## src/rtl/or_accum16_pkg.sv

```systemverilog
// or_accum16_pkg
//   Shared definitions for the OR accumulator block: the controller state
//   encoding and the all-ones word used to flag a fully-set result.
//   No ports; imported by or_accum16.
package or_accum16_pkg;

  typedef enum logic [1:0] {
    IDLE  = 2'd0,
    ACCUM = 2'd1,
    DONE  = 2'd2
  } state_t;

  localparam logic [15:0] ALL_ONES = 16'hFFFF;

endpackage

```

## src/rtl/or_accum16_or16.sv

```systemverilog
// Or16
//   Plain 16-bit bitwise OR gate; the accumulator datapath of or_accum16.
//   Ports:
//     a  in  16  current accumulator value
//     b  in  16  incoming word
//     y  out 16  a | b
module Or16 (
  input  logic [15:0] a,
  input  logic [15:0] b,
  output logic [15:0] y
);

  assign y = a | b;

endmodule

```

## src/rtl/or_accum16.sv

```systemverilog
// or_accum16
//   Collects a burst of 1..2^CNT_W 16-bit words, ORs them together and
//   presents the result with a valid/ready handshake. Zero and all-ones
//   flags are registered alongside the result.
//   Ports:
//     clock      in   1      rising-edge clock
//     reset      in   1      synchronous active-high reset
//     start      in   1      begin a burst (honoured only in IDLE)
//     len        in   CNT_W  burst length minus one, sampled with start
//     in_valid   in   1      upstream word valid
//     in_ready   out  1      high only while accumulating
//     in_data    in   16     word to OR in
//     out_valid  out  1      result available (DONE)
//     out_ready  in   1      downstream takes the result
//     out_data   out  16     OR of all burst words (held until next result)
//     out_zero   out  1      out_data == 0
//     out_all    out  1      out_data == 16'hFFFF
//     busy       out  1      controller not idle
module or_accum16
  import or_accum16_pkg::*;
#(
  parameter int CNT_W = 4
) (
  input  logic             clock,
  input  logic             reset,
  input  logic             start,
  input  logic [CNT_W-1:0] len,
  input  logic             in_valid,
  output logic             in_ready,
  input  logic [15:0]      in_data,
  output logic             out_valid,
  input  logic             out_ready,
  output logic [15:0]      out_data,
  output logic             out_zero,
  output logic             out_all,
  output logic             busy
);

  state_t           state;
  state_t           state_nx;
  logic [CNT_W-1:0] cnt;
  logic [15:0]      acc;
  logic [15:0]      acc_or;
  logic             xfer;
  logic             last;

  Or16 u_or16 (
    .a (acc),
    .b (in_data),
    .y (acc_or)
  );

  // Handshake-side outputs depend on state alone, never on inputs.
  assign in_ready  = (state == ACCUM);
  assign out_valid = (state == DONE);
  assign busy      = (state != IDLE);

  assign xfer = in_ready && in_valid;
  // cnt holds words remaining after the current one, so zero marks the last.
  assign last = (cnt == '0);

  // Next-state logic. start is only looked at in IDLE, so a start coinciding
  // with the DONE handshake lands us in IDLE without beginning a burst.
  always_comb begin
    state_nx = state;
    case (state)
      IDLE:    if (start)          state_nx = ACCUM;
      ACCUM:   if (xfer && last)   state_nx = DONE;
      DONE:    if (out_ready)      state_nx = IDLE;
      default:                     state_nx = IDLE;
    endcase
  end

  // State, counter, accumulator and result registers. The result and its
  // flags are only written on the final transfer so they persist through
  // the handshake and the following idle period.
  always_ff @(posedge clock) begin
    if (reset) begin
      state    <= IDLE;
      cnt      <= '0;
      acc      <= '0;
      out_data <= '0;
      out_zero <= 1'b1;
      out_all  <= 1'b0;
    end else begin
      state <= state_nx;
      if (state == IDLE && start) begin
        cnt <= len;
        acc <= '0;
      end
      if (xfer) begin
        acc <= acc_or;
        if (!last) begin
          cnt <= cnt - CNT_W'(1);
        end else begin
          out_data <= acc_or;
          out_zero <= (acc_or == 16'h0000);
          out_all  <= (acc_or == ALL_ONES);
        end
      end
    end
  end

endmodule

```

## config.mk

```make
export PLATFORM = sky130hd
export DESIGN_NAME = or_accum16
export DESIGN_NICKNAME = d
export VERILOG_FILES = /design/src/rtl/or_accum16_pkg.sv /design/src/rtl/or_accum16_or16.sv /design/src/rtl/or_accum16.sv
export SDC_FILE = /design/constraint.sdc
export NUM_CORES = 1
export LEC_CHECK = 0
export CAP_MARGIN = 40
export CORE_MARGIN = 8
export CORE_UTILIZATION = 48
export DETAILED_ROUTE_END_ITERATION = 6
export HOLD_SLACK_MARGIN = 0.12
export PLACE_DENSITY = 0.79
export SLEW_MARGIN = 0
export SYNTH_ARGS = -nofsm -noshare
export SYNTH_HDL_FRONTEND = slang
export SYNTH_HIERARCHICAL = 1
export SYNTH_SLANG_ARGS = --single-unit
```

## constraint.sdc

```tcl
create_clock -name clock -period 1.8 [get_ports clock]
set_input_delay 0.45 -clock clock [delete_from_list [all_inputs] [get_ports clock]]
set_output_delay 0.45 -clock clock [all_outputs]
set_load 0.005 [all_outputs]
```

==> out/metrics.yaml <==
global_route:
  grt.busiest_layer: "met2"
  antenna_found_initial: 0
  first_global_vias: 1804
  grt_max_degree: 24
  grt_pass1_wl_mm: 8.155
  grt.met1_usage_pct: 20.48
  grtUsageMet2_pct: 25.15
  grt_overflow: 0
  track_usage_pct: 16.37
  gr-usage-met3_pct: 4.429
hold_path:
  min_path_type: "reg -> reg"
  hold_start: "acc[0]"
  hold_path_depth: 2
pwr:
  swShare_pct: 27.69
  comb_power_share_pct: 22.3
  power_frac_seq_pct: 47.4
  p_switching_w: 0.0005575
  fin_total_pwr_w: 0.002013
  clkPwrFrac_pct: 30.3
  vdd_drop_max_v: 0.0005941
  p_per_area_nw_per_um2: 809.4
  leakagePower_nw: 0.9101
  p_int_w: 0.001456
synthesis:
  synth_edf_count: 0
  synth_top_area_share_pct: 45.29
  ys.warnings.count: 6
  synth_area_leaders: "dfxtp_1, a21oi_1, nand3_1"
  seq_area_frac_synth_pct: 45.29
  netlist_top_cells_count: "dfxtp_1, a21oi_1, nand3_1, nand2_1, o21ai_0"
  yosysMostFrequentCell: "dfxtp_1"
  syn_nets: 246
  synth.distinct_cells: 33
  ys_ff_latch: 40
  yosys.area.top_type: "dfxtp_1"
  synth_ff_type: "dfxtp_1"
  synth_area_sq_um: 1768
  syn_area_per_cell_sq_um: 8.036
  syn-instance-count: 220
  async_flop_share_pct: 0
timing:
  fmax_mhz: 606.4
  fin_skew_ps: 4.133
  rsz0062_at_grt: "no"
  tightest_slew_ps: 402.5
  slew_violations: 0
  finalCritPeriodShare_pct: 91.61
  fin_crit_ps: 1649
  hold_viol: 0
  worst_slack_ps: 151.0
  finalSetupViolCount: 0
  slew_headroom_pct: 72.92
clocking:
  cts_root_buf: "clkbuf_8"
  cts_setup_buffers: 0
  clock-sinks: 40
  clock_latency_ps: 290
  clockBufferDepth: 2
  cts_tree: "done"
  clk_pin_slew_worst_paths_ps: 80
  numCtsBuffers: 5
  htreeDepth: 2
floorplan:
  fp-row-count: 22
  core_area_sq_um: 3606
  die_h_microns: 76.69
  initial_utilization_pct: 49.03
  ios: 46
  dieArea_sq_um: 5881
  chipWidth_microns: 76.69
final_layout:
  area_growth_pct: 40.69
  fill_cells: 295
  fin_cells: 325
  nets: 302
  num_antenna_cells: 0
  drive_gt1_share_pct: 13.36
  multi_input_area_sq_um: 879.6
  seqCellArea_sq_um: 808.3
setup_path:
  cp_top_family: "flip-flops"
  cp_slowest_cell: "dfxtp_4"
  crit_path_end_kind: "output port"
  reg2reg_from: "cnt[0]"
  worstSetupPathType: "reg -> out"
  crit_buf_inv: 1
  startpoint_type: "flop"
  reg2reg_depth: 6
  crit_cells: 2
  max_stage_delay_ps: 370
  cp.required_ps: 1350
  arrival_ps: 1200
  crit_path_cell_trace: "or2_2 -> dlygate4sd2_1"
  cp-startpoint: "state[1]"
  critPathMaxFanout: 7
placement:
  gp_congestion: 0.8081
  io_buffers: 45
  placed_cells: 317
  dp_hpwl_mm: 3.379
  preCtsSetupSlack_ps: -120.9
drt:
  drt_pass1_iterations: 4
  ant_nets: 0
  drt_drc_violations_left: 0
  drtIter0Drc: 131
  wire_per_inst_microns: 14.46
  vias: 1822
  wirelength_mm: 4.700
  post_drt_via_cell_ratio: 5.606
outcome:
  status: "complete, no violations"
flow_run:
  cap_violations: 0
[layout make-up]
class,instances,share of cell area [%]
Inverter,4,0.6036
Tap cell,48,2.414
Clock buffer,6,3.320
Multi-Input combinational cell,158,35.36
Clock inverter,2,0.4024
Timing Repair Buffer,67,25.40
Sequential cell,40,32.49
[cell usage in the layout (no fill, tap or decap), types with 4 or more instances in the layout]
cell type | netlist | final
a21oi_1 | 35 | 35
buf_4 | 1 | 21
clkbuf_8 | 0 | 6
clkdlybuf4s50_1 | 0 | 42
dfxtp_1 | 40 | 38
inv_1 | 4 | 4
nand2_1 | 19 | 19
nand3_1 | 35 | 35
nor4_1 | 4 | 4
o211ai_1 | 4 | 4
o21ai_0 | 18 | 18
or2_1 | 16 | 16
[worst register-to-register path: cells and delay by family, from the launching register on]
| family | cells | cell delay [ps] |
|---|---|---|
| buf+inv | 2 | 250 |
| simple gates | 1 | 400 |
| fa+ha+maj | 1 | 190 |
| compound gates | 2 | 270 |
| flops | 1 | 320 |
[power by group through the flow]
stage | Combinational [W] | Clock (W) | Sequential, W
floorplan | 0.000231 | 0 | 0.000970
global placement | 0.000447 | 0 | 0.000974
detailed placement | 0.000449 | 0 | 0.000976
CTS | 0.000451 | 0.000616 | 0.000955
global route | 0.000496 | 0.000660 | 0.000962
finish | 0.000449 | 0.000609 | 0.000955
[cells by family after synthesis]
logic type / share of synthesized area (%)
AOI/OAI and AO/OA: 19.75
adders and majority gates: 0.7076
buffers and inverters: 5.520
DFF: 45.29
and+or+nand+nor: 28.73
[metrics by stage]
stage / TNS [ps] / instance area (sq um) / hold slack [ps] / utilization [%]
floorplan: 0 / 1768 / 443.0 / -
global placement: -1424 / 2379 / 447.9 / 65.96
detailed placement: -1623 / 2379 / 454.8 / 65.96
CTS: -19.13 / 2472 / 465.5 / 68.56
global route: 0 / 2487 / 486.7 / 68.98
finish: 0 / 2487 / 463.8 / 68.98
[layer usage]
layer,vias to the layer above,part of all wire (%)
met1,850,46
met5,-,0
li1,901,-
met4,0,2.3
met2,62,45
met3,9,6.7
[flip-flops by register name, indices dropped and copies added, names as in the netlist]
name,cells
acc,16
out_data,16
cnt,4
state,2
out_all,1
out_zero,1
[path summary, 6_finish.rpt]
kind | endpoint | slack [ps]
worst max-delay path | busy | 150
worst max register to register | cnt[0] | 240
worst min-delay path | acc[0] | 460
worst min register to register | acc[0] | 460
[what timing repair did]
action,in CTS,in global routing
hold buffers,0,0
gates resized for setup,3,6
endpoints found under the setup margin,3,2
Power figures use the tool's default switching activity.
